File: src/rtl/mem_arb_pkg.sv
// Shared types and default memory window for the instruction/data memory arbiter.
package mem_arb_pkg;

    // Which requester owns a grant or an in-flight response.
    typedef enum logic {
        OWN_I = 1'b0,
        OWN_D = 1'b1
    } owner_e;

    // One-deep response slot: what the memory returns next cycle and to whom.
    typedef struct packed {
        logic   pending;
        owner_e owner;
        logic   err;
        logic   is_store;
    } rsp_slot_t;

    localparam int unsigned MEM_BASE_ADDR  = 32'h0100_0000;
    localparam int unsigned MEM_SIZE_BYTES = 32'h0010_0000;

    localparam rsp_slot_t RSP_SLOT_IDLE = '{
        pending:  1'b0,
        owner:    OWN_D,
        err:      1'b0,
        is_store: 1'b0
    };

endpackage

File: src/rtl/rr_arbiter2.sv
// Two-way round-robin grant; purely combinational, the caller owns the last-grant state.
module rr_arbiter2
    import mem_arb_pkg::*;
(
    input  logic   i_valid,
    input  logic   d_valid,
    input  owner_e last_grant,
    output logic   i_grant,
    output logic   d_grant
);

    // Lone requester always wins; on contention the side not served last wins.
    always_comb begin
        i_grant = 1'b0;
        d_grant = 1'b0;
        if (i_valid && d_valid) begin
            if (last_grant == OWN_D) begin
                i_grant = 1'b1;
            end else begin
                d_grant = 1'b1;
            end
        end else begin
            i_grant = i_valid;
            d_grant = d_valid;
        end
    end

endmodule

File: src/rtl/mem_arbiter.sv
// Round-robin front end for the single-port instruction/data memory with local range check.
module mem_arbiter
    import mem_arb_pkg::*;
#(
    parameter int unsigned AWIDTH    = 32,
    parameter int unsigned DWIDTH    = 32,
    parameter int unsigned BASE_ADDR = MEM_BASE_ADDR,
    parameter int unsigned MEM_BYTES = MEM_SIZE_BYTES
) (
    input  logic              clk,
    input  logic              rst,

    input  logic              i_req_valid_i,
    input  logic [AWIDTH-1:0] i_addr_i,
    output logic              i_req_ready_o,
    output logic              i_rsp_valid_o,
    output logic [DWIDTH-1:0] i_rdata_o,
    output logic              i_rsp_err_o,

    input  logic              d_req_valid_i,
    input  logic              d_we_i,
    input  logic [AWIDTH-1:0] d_addr_i,
    input  logic [DWIDTH-1:0] d_wdata_i,
    output logic              d_req_ready_o,
    output logic              d_rsp_valid_o,
    output logic [DWIDTH-1:0] d_rdata_o,
    output logic              d_rsp_err_o,

    output logic [AWIDTH-1:0] mem_addr_o,
    output logic [DWIDTH-1:0] mem_data_o,
    output logic              mem_read_en_o,
    output logic              mem_write_en_o,
    input  logic [DWIDTH-1:0] mem_data_i
);

    // One extra bit so BASE_ADDR + MEM_BYTES cannot wrap back into the window.
    localparam int unsigned EW = AWIDTH + 1;
    localparam logic [EW-1:0] WIN_LO = EW'(BASE_ADDR);
    localparam logic [EW-1:0] WIN_HI = WIN_LO + EW'(MEM_BYTES);

    owner_e            last_grant;
    rsp_slot_t         rsp_slot;
    rsp_slot_t         rsp_slot_next;

    logic              i_grant;
    logic              d_grant;

    logic              accept;
    owner_e            sel_owner;
    logic [AWIDTH-1:0] sel_addr;
    logic              sel_store;
    logic [DWIDTH-1:0] sel_wdata;
    logic              sel_in_range;

    logic              rsp_live;
    logic [DWIDTH-1:0] rsp_data;

    rr_arbiter2 u_rr (
        .i_valid    (i_req_valid_i),
        .d_valid    (d_req_valid_i),
        .last_grant (last_grant),
        .i_grant    (i_grant),
        .d_grant    (d_grant)
    );

    // Readies and the selected request; reset blocks all acceptance.
    always_comb begin
        i_req_ready_o = 1'b0;
        d_req_ready_o = 1'b0;
        accept        = 1'b0;
        sel_owner     = OWN_I;
        sel_addr      = '0;
        sel_store     = 1'b0;
        sel_wdata     = '0;
        if (!rst) begin
            if (i_grant) begin
                i_req_ready_o = 1'b1;
                accept        = 1'b1;
                sel_owner     = OWN_I;
                sel_addr      = i_addr_i;
            end else if (d_grant) begin
                d_req_ready_o = 1'b1;
                accept        = 1'b1;
                sel_owner     = OWN_D;
                sel_addr      = d_addr_i;
                sel_store     = d_we_i;
                sel_wdata     = d_wdata_i;
            end
        end
    end

    // Window check on the selected address, without realignment.
    always_comb begin
        sel_in_range = ({1'b0, sel_addr} >= WIN_LO) && ({1'b0, sel_addr} < WIN_HI);
    end

    // Memory port: only accepted, in-range requests ever reach the memory.
    always_comb begin
        mem_addr_o     = '0;
        mem_data_o     = '0;
        mem_read_en_o  = 1'b0;
        mem_write_en_o = 1'b0;
        if (accept && sel_in_range) begin
            mem_addr_o = sel_addr;
            if (sel_store) begin
                mem_write_en_o = 1'b1;
                mem_data_o     = sel_wdata;
            end else begin
                mem_read_en_o = 1'b1;
            end
        end
    end

    // Next response slot, rewritten every cycle from this cycle's grant.
    always_comb begin
        rsp_slot_next          = RSP_SLOT_IDLE;
        rsp_slot_next.pending  = accept;
        rsp_slot_next.owner    = sel_owner;
        rsp_slot_next.err      = accept && !sel_in_range;
        rsp_slot_next.is_store = accept && sel_store;
    end

    // Round-robin history and the one-cycle response slot.
    always_ff @(posedge clk) begin
        if (rst) begin
            last_grant <= OWN_D;
            rsp_slot   <= RSP_SLOT_IDLE;
        end else begin
            rsp_slot <= rsp_slot_next;
            if (accept) begin
                last_grant <= sel_owner;
            end
        end
    end

    // Route the response to its owner only; reset drops anything in flight.
    always_comb begin
        rsp_live      = rsp_slot.pending && !rst;
        rsp_data      = (rsp_slot.err || rsp_slot.is_store) ? '0 : mem_data_i;

        i_rsp_valid_o = 1'b0;
        i_rdata_o     = '0;
        i_rsp_err_o   = 1'b0;
        d_rsp_valid_o = 1'b0;
        d_rdata_o     = '0;
        d_rsp_err_o   = 1'b0;

        if (rsp_live) begin
            if (rsp_slot.owner == OWN_I) begin
                i_rsp_valid_o = 1'b1;
                i_rdata_o     = rsp_data;
                i_rsp_err_o   = rsp_slot.err;
            end else begin
                d_rsp_valid_o = 1'b1;
                d_rdata_o     = rsp_data;
                d_rsp_err_o   = rsp_slot.err;
            end
        end
    end

endmodule

File: config.mk
export PLATFORM = sky130hd
export DESIGN_NAME = mem_arbiter
export DESIGN_NICKNAME = d
export VERILOG_FILES = /design/src/rtl/mem_arb_pkg.sv /design/src/rtl/rr_arbiter2.sv /design/src/rtl/mem_arbiter.sv
export SDC_FILE = /design/constraint.sdc
export NUM_CORES = 1
export LEC_CHECK = 0
export ABC_CLOCK_PERIOD_IN_PS = 3500
export CELL_PAD_IN_SITES_DETAIL_PLACEMENT = 0
export CELL_PAD_IN_SITES_GLOBAL_PLACEMENT = 2
export CORE_ASPECT_RATIO = 0.5
export CORE_UTILIZATION = 10
export CTS_BUF_LIST = sky130_fd_sc_hd__clkbuf_8
export CTS_CLUSTER_SIZE = 40
export DETAILED_ROUTE_END_ITERATION = 7
export GPL_TIMING_DRIVEN = 1
export PLACE_DENSITY_LB_ADDON = 0.1
export REMOVE_ABC_BUFFERS = 1
export SLEW_MARGIN = 20
export SYNTH_ARGS = -nofsm -noshare
export SYNTH_HDL_FRONTEND = slang
export SYNTH_SLANG_ARGS = --single-unit
File: constraint.sdc
create_clock -name clk -period 3.5 [get_ports clk]
set_input_delay 0.7 -clock clk [delete_from_list [all_inputs] [get_ports clk]]
set_output_delay 0.7 -clock clk [all_outputs]
set_load 0.005 [all_outputs]
==> results of run 1 <==
-- repair_timing --
item	CTS	global route
resized for setup	37	24
endpoints found under the setup margin	55	22
pin swaps	3	2
cloned	0	0
buffers inserted	0	1
-- worst paths after layout --
check	start	to	slack (ns)	cells after the start
min reg2reg	last_grant$_SDFFE_PP1P_	last_grant$_SDFFE_PP1P_	0.58	3
min	last_grant$_SDFFE_PP1P_	last_grant$_SDFFE_PP1P_	0.58	3
max	i_addr_i[23]	mem_addr_o[24]	0.15	7
max reg2reg	last_grant$_SDFFE_PP1P_	rsp_slot[1]$_SDFF_PP0_	2.06	5
-- area by class of cell --
type	instances	area (sq um)
timing repair buffer	277	2783
tap	227	284.0
fill	1823	11960
clock inverter	1	3.754
multi-input combinational	180	1351
clock buffer	3	41.29
sequential	5	100.1
inverter	32	120.1
-- registers in the layout (all words and copies together), names as in the netlist --
register / cells
rsp_slot: 4
last_grant: 1
-- synth_stat cells --
cell type                  instances
sky130_fd_sc_hd__and3b_1           2
sky130_fd_sc_hd__nor2b_1           2
sky130_fd_sc_hd__and2_1            3
sky130_fd_sc_hd__conb_1            1
sky130_fd_sc_hd__nor3b_1           1
sky130_fd_sc_hd__buf_4            14
sky130_fd_sc_hd__inv_1            32
sky130_fd_sc_hd__nand2_1           1
sky130_fd_sc_hd__o21ai_0           1
sky130_fd_sc_hd__or2_2             1
sky130_fd_sc_hd__a21boi_2          1
sky130_fd_sc_hd__buf_6             5
sky130_fd_sc_hd__nor3_1            6
sky130_fd_sc_hd__nor2_1            5
sky130_fd_sc_hd__buf_2             3
sky130_fd_sc_hd__o21a_1            1
sky130_fd_sc_hd__and3_1           64
sky130_fd_sc_hd__dfxtp_1           5
sky130_fd_sc_hd__nand3_1           2
sky130_fd_sc_hd__a22oi_1          20
sky130_fd_sc_hd__nand2b_1          3
sky130_fd_sc_hd__a22o_1            1
sky130_fd_sc_hd__a32o_1            1
sky130_fd_sc_hd__clkbuf_1         17
sky130_fd_sc_hd__nor3_2           49
sky130_fd_sc_hd__nand3b_2          1
sky130_fd_sc_hd__nor4_1            4
-- layer usage --
| layer | part of all wire | global-route usage | vias up |
|---|---|---|---|
| met2 | 0.52 | 0.1914 | 128 |
| met1 | 0.38 | 0.1039 | 1169 |
| li1 | - | - | 1342 |
| met3 | 0.077 | 0.01970 | 14 |
| met4 | 0.025 | 0.03049 | 0 |
| met5 | 0 | 0 | - |
-- through the flow --
stage,power (uW),utilization
2_1_floorplan,169.8,-
3_3_place_gp,427.6,0.2750
3_5_place_dp,424.7,0.2750
4_1_cts,530.5,0.2772
5_1_grt,561.0,0.2815
6_report,523.3,0.2815
-- cells by family after synthesis --
group / count (synthesis) / share of synthesized area
simple gates: 144 / 0.6198
buf+inv: 71 / 0.2085
compound gates: 25 / 0.1115
flops: 5 / 0.05793
other cells: 1 / 0.002170
-- worst max-delay path: cells and delay by family --
kind	cells	cell delay (ns)
compound gates	1	0.31
buf+inv	3	1.09
simple gates	3	0.56
-- power groups by stage --
stage / clock network, uW / registers [uW] / logic (uW)
finish: 99.9 / 64.6 / 359
global route: 107 / 64.9 / 389
CTS: 103 / 64.6 / 363
detailed placement: 0 / 65.0 / 360
global placement: 0 / 64.9 / 363
floorplan: 0 / 63.5 / 106
==> results, run 1 <==
- The flow ran to the end, and the final reports show no timing, DRC or antenna violations.
- The kind of critical path is in2out.
- The floorplan die width is ~190 um.
- The first global-routing pass estimated 13,840 um of wire.
- Setup repair after global routing left no endpoint under its margin.
- Summing all placed instances gives a cell area of 0.004576 sq mm.
- After clock tree synthesis, the clock-pin slew on the worst setup and hold paths is 0.03 ns.
- In this run the number of H-tree levels came out at 1.
- Traced cell by cell, the critical path runs through clkdlybuf4s50_1, nor4_2, nand3_1, a22o_4, buf_6, nor2_1, clkdlybuf4s50_1.
- The share of total power dissipated in sequential elements is 0.123.
- In this design, the stage delay of the slowest critical-path cell is around 0.52 ns.
- The cts-stage hold buffer count is 0.
- The post-route standard cell area excluding fillers is about 0.0047 sq mm.
- In the final timing run, aggregate negative setup slack is 0 ns.
- The share of total power dissipated in combinational logic is 0.686.
- The total number of yosys warnings is 0.
- The cell type with the highest occurrence count on the critical path is sky130_fd_sc_hd__clkdlybuf4s50_1.
- For the finished layout, the period the worst path requires is 3.354 ns.
- The synthesized design contains 5 register bits.
- Summed over all nets, the half-perimeter wirelength after detailed placement is ~7600 um.
- Yosys attributes the largest share of cell area to sky130_fd_sc_hd__nor3_2 (28%), sky130_fd_sc_hd__and3_1 (23%), sky130_fd_sc_hd__a22oi_1 (8.7%).
- The CTS tree is yes.
- The non-filler instance count after layout is around 730.
- The sequential-to-total area share from yosys stat is 0.05793.
- The total overflow left after global routing is 0.
- The relative contribution of the clock network to total power is 0.191.
- The number of distinct library cells after synthesis is 27.
- The total power density per cell area is about 110 mW/mm^2.
- The switching power summed over all nets is approximately 170 uW.
- Of the post-synthesis cell area, the dominant cell type holds 0.2839.
- The number of inserted diodes is 0.
- Among all stages on the critical path, the largest delay is contributed by sky130_fd_sc_hd__clkdlybuf4s50_1.
- Leaving out fill and tap cells, the most frequent cells in the layout are sky130_fd_sc_hd__clkdlybuf4s50_1 (203), sky130_fd_sc_hd__and3_1 (64), sky130_fd_sc_hd__nor3_2 (50).
- The number of instances in the synthesized netlist is 246.
- Timing would allow up to a little under 300 MHz.
- The total core area is about 0.017 sq mm.
- The number of antenna violations at the first check in global routing is 0.
- The height of the die is 94.95 um.
- The cell at the root of the clock tree is sky130_fd_sc_hd__clkbuf_8.
- For this design the static power due to leakage is ~0.0025 uW.
- The via count of the first global-routing pass was about 2.6k.
- The initialized floorplan defines 33 standard-cell rows.
- The final layout contains routed wiring with a total length of approximately 9400 um.
- In this run the remaining antenna-violating nets after routing total 0.
- The clock reaches the later pin of the worst-skew pair after 0.22 ns.
- The most area-hungry cell type in the Yosys netlist is sky130_fd_sc_hd__nor3_2.
- Across the run, the number of max-cap violations was 0.
- The most frequent standard cell in the layout excluding fill and tap cells is sky130_fd_sc_hd__clkdlybuf4s50_1.
- The die covers about 0.018 sq mm.
- The CTS sink count is 5.
- In this run the deepest clock path goes through 2 buffers.
- The mean number of vias per cell is roughly 3.7.
- The global router's overall resource usage is 0.09665.
- The kind of start point of the critical path is an input pin.
- Setup violations remaining at the end of the flow were counted as 0.
- The fraction of layout instances using a drive strength above 1 is 0.1627.
- The worst setup path is captured at an output port.
- Entering global routing, the biggest net connects 65 pins.
- The min-delay analysis places its worst path in the category reg2reg.
- The number of top-level pins is between 200 and 300.
- The instance count after placement with tap cells included is 720.
- For this run, the detailed router's first-pass iteration total came to 4.
- The final-report max-slew violation count is 0.
- Port buffering added between 200 and 300 buffers.
- The worst clock skew on the final layout is 0.001793 ns.
- Of the total power, the share spent switching nets is 0.3192.
- The area of the mapped netlist is between 0.0015 and 0.002 sq mm.
- The total number of nets in the final design is between 600 and 700.
- After detailed routing, the average wire length per cell comes to about 13 um.
- The final estimated routing congestion in global placement is around 0.7.
- The setup slack at placement is -0.1120 ns.
- Along the worst path, the maximum fanout reaches 13.
- At the worst endpoint, the arrival time is between 2 and 3 ns.
- STA puts the critical path data required time at about 2.8 ns.
- Internal power comes to approximately 360 uW.
- The clock buffer count from CTS is 3.
- The share of the cycle needed by the critical path after routing is 0.9584.
- Dividing the synthesized area by the synthesized cell count gives 7.024 sq um.
- The detailed-route DRC error count is 0.
- Compared with the post-synthesis result, the final layout area differs by 171.0%.
- The least setup slack across all paths after layout is 0.1457 ns.
- The final count of hold timing violations came to 0.
- The total via count in the routed design is around 2.7k.
- The detailed router finished its first iteration with 35 violations.
- The initial utilization of the core area, before any placement, comes to 0.1038.
- The worst hold margin is just under 0.6 ns.
- Across the VDD grid, the largest voltage drop is about 70 uV.
(Power assumes the default switching activity.)
==> run 2, diff against run 1 <==
==> constraint.sdc (replaced) <==
create_clock -name clk -period 3.5 [get_ports clk]
set_input_delay 0.7 -clock clk [delete_from_list [all_inputs] [get_ports clk]]
set_output_delay 0.7 -clock clk [all_outputs]
set_load 0.01 [all_outputs]
==> run 2 against run 1 <==
  * Die area is the same
  * Non-clock buffer count fell by 1
  * Via count about the same
  * Critical endpoint is now mem_read_en_o
  * Largest cell class unchanged
  * Highest routed layer unchanged
==> results, run 2 (synthesized netlist as in run 1, its figures left out) <==
- The total via count in the routed design is approximately 2.7k.
- The depth of the worst hold-timing path is 3.
- For the final database, setup skew stands at between 0.001 and 0.0015 ns.
- The most frequent standard cell in the layout excluding fill and tap cells is sky130_fd_sc_hd__clkdlybuf4s50_1.
- The cell at the root of the clock tree is sky130_fd_sc_hd__clkbuf_8.
- The first-pass iteration count of the detailed router is 4.
- The via count of the first global-routing pass is about 2.5k.
- The instance count after placement with tap cells included is 720.
- The kind of critical path is in2out.
- From synthesis to final layout, the design area changed by 164.9%.
- In this run the post-CTS setup repair buffer count came out at 0.
- The data required time at the worst endpoint is 2.80 ns.
- For this run, global-route usage on met2 was measured as 0.1907.
- After detailed routing, the total wire length is ~9200 um.
- The final count of hold timing violations came to 0.
- The initialized floorplan defines 33 standard-cell rows.
- Of the cells placed in the final design, the portion with a size suffix greater than 1 is 0.1569.
- The number of antenna violations at the first check in global routing is 0.
- The number of setup violations in the final report is 0.
- In the global route stage, overall resource usage came out at 0.09583.
- The total number of nets in the final design is 631.
- The worst setup path is captured at an output port.
- The total negative slack is 0 ns.
- In this run, post-CTS hold repair placed 0 buffers.
- The first-iteration detailed-routing DRC count is 54.
- The tree built by TritonCTS fans out to 5 sinks.
- The run finished with clean final reports.
- Dividing the detail-routed wire length by the instance count gives around 13 um.
- The first global-routing pass estimated 13,630 um of wire.
- The HPWL reported at the end of detailed placement is 7577 um.
- The final-report max-slew violation count is 0.
- The mean number of vias per cell is 3.667.
- Counting I/O delays and the setup requirement, the final critical path takes between 3 and 4 ns.
- The max-capacitance violation count is 0.
- The kind of path behind the tightest hold check is reg2reg.
- The kind of start point of the critical path is an input pin.
- The fmax is approximately 300 MHz.
- Setup repair after global routing left no endpoint under its margin.
- From left edge to right edge, the die measures between 150 and 200 um.
- For this run, global-route usage on met3 was measured as 0.02044.
- TritonCTS built the clock tree.
- The die footprint is 0.01784 sq mm.
- In the routed design, unresolved DRC markers number 0.
- The clock transition at the register clock pins on the worst setup and hold paths after CTS is 0.03 ns.
- IR analysis of the VDD net gives a maximum drop of between 60 and 70 uV.
- After floorplanning, the core was sized to cover roughly 0.017 sq mm.
- For this configuration, the core starts out at a cell density of 0.1038.
- The non-filler instance count after layout is 724.
- The total overflow reported by the global router is 0.
- The share of the cycle needed by the critical path after routing is 0.9428.
- Along the worst path, the maximum fanout reaches 13.
- In this design, the stage delay of the slowest critical-path cell is about 0.42 ns.
- The data arrival at the endpoint of the critical path is between 2 and 3 ns.
- The floorplan step set the die height to roughly 95 um.
- The met1 track demand over resource is 0.1006.
- The worst register-to-register path has a depth of 5.
- Counting flops per register, the top entry is rsp_slot.
- Traced cell by cell, the critical path runs through clkdlybuf4s50_1, nor4_2, nand3_1, a22o_4, buf_4, nor3_1, dlygate4sd2_1.
- The setup slack at placement is -0.1686 ns.
- In this run the tool buffered the top-level ports with between 200 and 300 buffer cells.
- Clock tree synthesis inserted a total of 3 buffers.
- The final antenna-violating net count is 0.
- The number of inserted diodes is 0.
- The total design power is 528.0 uW.
- Leaving out fill and tap cells, the most frequent cells in the layout are sky130_fd_sc_hd__clkdlybuf4s50_1 (202), sky130_fd_sc_hd__and3_1 (64), sky130_fd_sc_hd__dlygate4sd2_1 (54).
- The layout has 1,832 filler cells.
- The critical path's top delay family is buffers and inverters.
- For this design the static power due to leakage is roughly 0.0022 uW.
- The total stage count of the critical path is 7.
- During I/O placement, the number of pins put on the boundary was ~270.
- The maximum clock path buffer count is 2.
- The total power density per cell area is between 100 and 150 mW/mm^2.
- The register with the most flip-flops in the layout has 4 of them.
- The least setup slack across all paths after layout is ~0.2 ns.
- The clock latency of the later-clocked register in the worst-skew pair is about 0.22 ns.
- The layer flagged by global routing as most heavily used is met2.
- Entering global routing, the biggest net connects 65 pins.
- In the final layout, the registers with the most flip-flops are rsp_slot x4, last_grant x1.
- The count of buffer and inverter cells on the critical path is 3.
- On the critical path, the stage with the largest delay is an instance of sky130_fd_sc_hd__clkdlybuf4s50_1.
- The number of H-tree levels is 1.
- The final estimated routing congestion in global placement is a little over 0.7.
run 2: cell types whose count changed in the layout (fill, tap and decap cells not counted), sizes merged:
cell and delta:
dlymetal6s2s -21, clkdlybuf4s50 -1, buf -1, dlygate4sd2 +22
run 2: final timing paths:
check / from / slack (ns) / endpoint
min reg2reg: last_grant$_SDFFE_PP1P_ / 0.58 / last_grant$_SDFFE_PP1P_
max: i_addr_i[23] / 0.20 / mem_read_en_o
min: last_grant$_SDFFE_PP1P_ / 0.58 / last_grant$_SDFFE_PP1P_
max reg2reg: last_grant$_SDFFE_PP1P_ / 2.02 / rsp_slot[1]$_SDFF_PP0_
run 2: per-stage QoR:
stage,hold WS [ns],utilization,area [sq um]
after floorplan,0.5052,-,1525
after global placement,0.5574,0.2750,4576
after detailed placement,0.5526,0.2750,4576
after CTS,0.5798,0.2749,4574
after global routing,0.6574,0.2751,4577
final,0.5781,0.2751,4577
run 2: repair_timing:
action / in CTS / in global routing
setup endpoints to repair: 55 / 1
gates resized for setup: 57 / 1
pin swaps: 1 / 1
run 2: worst min-delay path, delay by kind of cell, from the launching register on:
family | cells | cell delay [ns]
AOI/OAI and AO/OA | 1 | 0.07
DFF | 1 | 0.34
and+or+nand+nor | 2 | 0.13
run 2: report_power, final:
group	total (uW)	switching (uW)	internal [uW]
sequential	64.4	3.25	61.2
combinational	363	147	216
clock	100	25.3	74.9
total	528	176	352
run 2: cell type report:
type                            count  area, sq um  area share
Inverter                           32        120.1     0.02624
Sequential cell                     5        100.1     0.02187
Clock inverter                      1        3.754   0.0008201
Clock buffer                        3        41.29    0.009021
Multi-Input combinational cell    180         1340      0.2928
Tap cell                          227        284.0     0.06206
Timing Repair Buffer              276         2688      0.5872
run 2: metal layers:
layer | part of all wire | up-vias
met2 | 0.52 | 128
met1 | 0.38 | 1172
met4 | 0.024 | 0
met5 | 0 | -
met3 | 0.074 | 14
li1 | - | 1341
==> run 3, diff against run 2 <==
--- a/config.mk
+++ b/config.mk
@@ -6,11 +6,12 @@
 export NUM_CORES = 1
 export LEC_CHECK = 0
 export ABC_CLOCK_PERIOD_IN_PS = 3500
+export CAP_MARGIN = 20
 export CELL_PAD_IN_SITES_DETAIL_PLACEMENT = 0
 export CELL_PAD_IN_SITES_GLOBAL_PLACEMENT = 2
 export CORE_ASPECT_RATIO = 0.5
 export CORE_UTILIZATION = 10
-export CTS_BUF_LIST = sky130_fd_sc_hd__clkbuf_8
+export CTS_BUF_LIST = sky130_fd_sc_hd__clkbuf_4
 export CTS_CLUSTER_SIZE = 40
 export DETAILED_ROUTE_END_ITERATION = 7
 export GPL_TIMING_DRIVEN = 1
==> run 3 against run 2 <==
  * Die area is the same
  * Non-clock buffer count is the same
  * Clock skew grew 0.00081 ns
  * Hold slack gained 0.00078 ns
  * Core utilization shrank 0.090 points
  * Highest routed layer unchanged
  * Count of clock-buffer cells in the layout grew 1
  * Sequential power is essentially flat
  * Clock power shrank 28%
==> results, run 3 (synthesized netlist as in run 1, its figures left out) <==
- The top routing layer in use is met4.
- The area growth from synthesis to layout is 164.0%.
- The least setup slack across all paths after layout is between 0.15 and 0.2 ns.
- Once placement finished, the instance area stood at 0.004576 sq mm.
- The floorplan die width is 187.9 um.
- The cts-stage hold buffer count is 0.
- With fillers left out, the area of the finished cells amounts to around 0.0046 sq mm.
- The worst hold margin is 0.5789 ns.
- The clock buffer count from CTS is 3.
- The effective utilization at floorplan is 0.1038.
- The met2 wire length is between 4000 and 5000 um.
- Internal power comes to around 330 uW.
- The wire length the detailed router placed on met1 is between 3000 and 4000 um.
- The clock latency of the later-clocked register in the worst-skew pair is 0.24 ns.
- Routability-driven placement finished with a final weighted congestion of 0.7215.
- For this run, the total global-route usage over all layers was measured as 0.09583.
- The pin count of the biggest net entering global routing is 65.
- The maximum clock path buffer count is 2.
- The data arrival at the endpoint of the critical path is about 2.6 ns.
- The total negative slack is 0 ns.
- The clock transition at the register clock pins on the worst setup and hold paths after CTS is about 0.040 ns.
- The fmax is 303.0 MHz.
- Of the cells placed in the final design, the portion with a size suffix greater than 1 is 0.1590.
- The number of inserted diodes is 0.
- Of the total power, the clock network draws 0.144.
- The worst hold path belongs to the class reg2reg.
- The relative contribution of sequential cells to total power is 0.128.
- For this run, the detailed router's first-pass iteration total came to 4.
- The die footprint is around 0.018 sq mm.
- CTS built an H-tree with a depth of 1.
- The total overflow reported by the global router is 0.
- The register with the most flip-flops in the layout has 4 of them.
- The shortest clock period the worst path allows after layout is approximately 3.3 ns.
- The number of core rows is 33.
- The routed layout has between 2k and 3k vias.
- The largest registers in the layout are rsp_slot x4, last_grant x1.
- The number of antenna violations at the first check in global routing is 0.
- The routed wire length is slightly above 9000 um.
- STA classifies the critical path endpoint as an output port.
- The peak supply drop is roughly 60 uV.
- The total power density per cell area is 109.6 mW/mm^2.
- The HPWL reported at the end of detailed placement is between 7000 and 8000 um.
- The post-CTS setup buffer count is 0.
- Setup violations remaining at the end of the flow were counted as 0.
- The first-pass GRT wire length is ~14,000 um.
- For this design the total switching power over the nets is approximately 170 uW.
- For the worst setup path, the data required time is around 2.8 ns.
- The maximum net fanout on the critical path is 13.
- The static leakage power is roughly 0.0022 uW.
- The combinational share of power is 0.727.
- In the layout the commonest cells are sky130_fd_sc_hd__clkdlybuf4s50_1 (202), sky130_fd_sc_hd__and3_1 (64), sky130_fd_sc_hd__dlygate4sd2_1 (54).
- The max-capacitance violation count is 0.
- The kind of start point of the critical path is an input pin.
- For this run, the post-layout net count is 631.
- The final count of hold timing violations is 0.
- The first-iteration detailed-routing DRC count is 52.
- TritonCTS built the clock tree.
- The final antenna-violating net count is 0.
- The most frequent standard cell in the layout excluding fill and tap cells is sky130_fd_sc_hd__clkdlybuf4s50_1.
- The count of buffers added on input and output ports is around 260.
- Setup repair after global routing left no endpoint under its margin.
- Using the TritonRoute via totals, the vias-per-cell ratio works out to between 3 and 4.
- For this run, design rule violations remaining after detail routing come to 0.
- Of the available clock period, the critical path in the final layout requires 0.9430.
- The flow ran to the end, and the final reports show no timing, DRC or antenna violations.
- The floorplan step set the die height to about 95 um.
- The worst clock skew on the final layout is 0.002050 ns.
- The total met3 wirelength after detailed routing is about 680 um.
- CTS placed an instance of sky130_fd_sc_hd__clkbuf_4 at the clock tree root.
- Prior to clock tree synthesis, the placed netlist has a worst setup slack of -0.1686 ns.
- The final-report max-slew violation count is 0.
- The via count of the first global-routing pass is about 2.5k.
- After detailed routing, the average wire length per cell comes to ~13 um.
- The tree built by TritonCTS fans out to 5 sinks.
- The total core area is 0.01664 sq mm.
- Of the total power, the share spent switching nets is 0.3448.
- By startpoint and endpoint, the worst setup path is classified as in2out.
- The register with the most flip-flops is rsp_slot.
- For this design the top-level I/O count stands at approximately 270.
[run 3: cell types whose count changed in the layout (fill, tap and decap cells not counted)]
cell,previous run,this run
sky130_fd_sc_hd__clkbuf_4,0,4
sky130_fd_sc_hd__clkbuf_8,3,0
sky130_fd_sc_hd__inv_1,33,32
[run 3: what timing repair did]
| item | CTS | global route |
|---|---|---|
| endpoints found under the setup margin | 55 | 1 |
| pin swaps | 1 | 1 |
| gates resized for setup | 57 | 1 |
[run 3: routing by layer]
| layer | GRT usage | vias up |
|---|---|---|
| li1 | - | 1341 |
| met3 | 0.01970 | 10 |
| met1 | 0.1010 | 1183 |
| met2 | 0.1938 | 124 |
| met4 | 0.02710 | 0 |
| met5 | 0 | - |
[run 3: path summary, 6_finish.rpt]
| kind | startpoint | end | slack [ns] | depth (start not counted) |
|---|---|---|---|---|
| worst max-delay path | i_addr_i[23] | mem_read_en_o | 0.20 | 7 |
| worst min-delay path | last_grant$_SDFFE_PP1P_ | last_grant$_SDFFE_PP1P_ | 0.58 | 3 |
| worst max register to register | last_grant$_SDFFE_PP1P_ | rsp_slot[1]$_SDFF_PP0_ | 2.02 | 5 |
| worst min register to register | last_grant$_SDFFE_PP1P_ | last_grant$_SDFFE_PP1P_ | 0.58 | 3 |
[run 3: power by group through the flow]
stage               combinational, uW  sequential (uW)  clock, uW
finish                            364             64.3       72.2
global route                      395             64.7       80.1
CTS                               370             64.3       76.1
detailed placement                370             65.0          0
global placement                  374             65.0          0
floorplan                         118             63.5          0
[run 3: critical path, stage by stage]
cell and delay (ns):
sky130_fd_sc_hd__clkdlybuf4s50_1 0.42, sky130_fd_sc_hd__nor4_2 0.29, sky130_fd_sc_hd__nand3_1 0.18, sky130_fd_sc_hd__a22o_4 0.32
sky130_fd_sc_hd__buf_4 0.20, sky130_fd_sc_hd__nor3_1 0.20, sky130_fd_sc_hd__dlygate4sd2_1 0.29
[run 3: cell type report]
cell class,count,area (sq um)
fillers,1829,12080
repair buffers,276,2688
multi-input cells,180,1340
well taps,227,284.0
inverters,32,120.1
flip-flops and latches,5,100.1
clock buffers,4,30.03
[run 3: stage by stage]
step / utilization / total power [uW] / std cells
after floorplan: - / 181.3 / 217
after global placement: 0.2750 / 439.3 / 720
after detailed placement: 0.2750 / 435.3 / 720
after CTS: 0.2740 / 510.0 / 724
after global routing: 0.2742 / 539.6 / 724
final: 0.2742 / 500.0 / 724
==> RTL edit (config.mk and constraints of run 1) <==
The parameter `AWIDTH` goes from 32 to 64.
--- a/src/rtl/mem_arbiter.sv
+++ b/src/rtl/mem_arbiter.sv
@@ -2,7 +2,7 @@
 module mem_arbiter
     import mem_arb_pkg::*;
 #(
-    parameter int unsigned AWIDTH    = 32,
+    parameter int unsigned AWIDTH    = 64,
     parameter int unsigned DWIDTH    = 32,
     parameter int unsigned BASE_ADDR = MEM_BASE_ADDR,
     parameter int unsigned MEM_BYTES = MEM_SIZE_BYTES
Ports: changed (resized d_addr_i, i_addr_i and mem_addr_o); port bits go from 269 to 365. The function was not compared with the original's and may differ.
==> RTL edit against run 1 <==
- power increased by 5.4%
- worst hold slack better by 19 ps
- highest routed layer unchanged
- sequential cell count did not move
- register-to-register slack got worse by 300 ps
- final area rose by 15%
- critical endpoint is now mem_addr_o[10]
- setup slack got worse by 74 ps
- synthesized area up 2.4%
- routed wire length increased by 43%
- sequential power barely moved
==> RTL edit: results (changes against run 1) <==
* Gr usage total at 13.3% (was 9.66%)
* DP HPWL at 10.8 mm (was 7.60 mm)
* Fin crit share at 98.0% (was 95.8%)
* Max rail drop VDD at 0.0594 mV (was 0.0686 mV)
* Outcome: completed (unchanged)
* Yosys cell types at 30 (was 27)
* Seq/Total Area, Yosys at 5.66% (was 5.79%)
* H-tree Lvls at 1 (unchanged)
* Layout cell share with drive strength beyond 1 at 18.3% (was 16.3%)
* Data buffer area share at 63.9% (was 59.4%)
* Area of the multi-input gates at 1520 um^2 (was 1350 um^2)
* DR WL met3 at 732 um (was 719 um)
* Reg-to-Reg Start: last_grant (unchanged)
* Leakage at 2.59 nW (was 2.47 nW)
* Routing usage on met3 at 1.57% (was 1.97%)
* Crit path max fanout at 6 (was 13)
* DR WL/cell at 16.2 um (was 13.0 um)
* Worst EP arrival at 2730 ps (was 2650 ps)
* Flop2flop setup slack at 1760 ps (was 2060 ps)
* DP Cell Count at 808 (was 720)
* Number of DRC markers in iteration 0 at 86 (was 35)
* Vias per inst at 3.81 (was 3.66)
* Sequential cell area share at 1.86% (was 2.14%)
* Clock latency at the later pin of the worst-skew pair at 220 ps (about the same)
* Final clock-cell share at 0.835% (was 0.962%)
* Vias in the first global route at 3032 (was 2584)
* RePlAce Congestion at 0.747 (was 0.721)
* Fillers at 1832 (was 1823)
* Initial antenna violation count at 0 (unchanged)
* Clock skew at 0.840 ps (was 1.79 ps)
* Metal2 WL at 7.10 mm (was 4.92 mm)
* NumNets Final at 799 (was 632)
* GR Util met1 at 16.2% (was 10.4%)
* Ys Warns at 0 (unchanged)
* Final instance area at 5390 um^2 (was 4680 um^2)
* Post-synthesis compound-gate area fraction at 12.4% (was 11.2%)
* Metal1 wirelength at 5.44 mm (was 3.53 mm)
* First-pass GRT wire length at 18.4 mm (was 13.8 mm)
* Post-Route WL at 13.4 mm (was 9.39 mm)
* Worst R2R Path Depth at 7 (was 5)
* Count of multi-input gates at 239 (was 180)
* Port buffer count at 321 (was 257)
* Synth Instances at 273 (was 246)
* DP Worst Slack at -420 ps (was -112 ps)
* Non-clk bufs at 352 (was 277)
* Most frequent cells after synthesis: and3_1 (97), buf_4 (43), nor2_1 (27) (was and3_1 (64), nor3_2 (49), inv_1 (32))
* Hold endpoint: last_grant (unchanged)
* Area grow syn2layout at 205% (was 171%)
* Total setup buffers inserted after CTS at 10 (was 0)
* WHS at 599 ps (was 580 ps)
* Placed Area at 5140 um^2 (was 4580 um^2)
* XOR/XNOR Fraction of Synth Area at 0% (unchanged)
* Met2 GRT Util at 25.7% (was 19.1%)
* CTS resizes at 194 (was 37)
## RTL edit: cell types whose count changed in the layout (fill, tap and decap cells not counted), sizes merged, moves of 4 or more
cell / run 1 / this run
nand4: 0 / 4
nor3: 55 / 2
conb: 11 / 43
nor4: 4 / 17
buf: 20 / 58
nor2: 5 / 27
clkbuf: 3 / 24
clkdlybuf4s15: 0 / 15
dlymetal6s2s: 22 / 10
inv: 33 / 2
dlygate4sd2: 32 / 10
clkdlybuf4s50: 203 / 238
and3: 64 / 97
nand2: 1 / 5
## RTL edit: kinds of logic after synthesis
family / count (synthesis)
simple gates: 168
buf+inv: 71
compound gates: 28
flops: 5
other cells: 1
## RTL edit: power breakdown
part / internal [mW] / leakage [nW] / total, mW / switching (mW)
Combinational: 0.263 / 2.52 / 0.386 / 0.124
Clock: 0.0750 / 0.0269 / 0.101 / 0.0258
Sequential: 0.0611 / 0.0417 / 0.0644 / 0.00333
Total: 0.399 / 2.59 / 0.552 / 0.153
## RTL edit: worst max path at each step
stage / startpoint / to / cells after the start
2_1_floorplan: d_req_valid_i / mem_data_o[0] / 5
3_3_place_gp: i_addr_i[24] / mem_data_o[11] / 7
3_5_place_dp: i_addr_i[24] / mem_read_en_o / 7
4_1_cts: i_addr_i[37] / mem_data_o[29] / 11
5_1_grt: i_addr_i[41] / mem_addr_o[10] / 10
6_report: i_addr_i[56] / mem_addr_o[10] / 10
## RTL edit: worst max-delay path: stages
cell and delay [ps]:
clkdlybuf4s50_1 420, nor4_2 270, nand2_1 120, o41ai_4 340, buf_4 160, nand4_1 100
buf_6 150, buf_6 130, nor2_1 110, clkdlybuf4s15_1 220
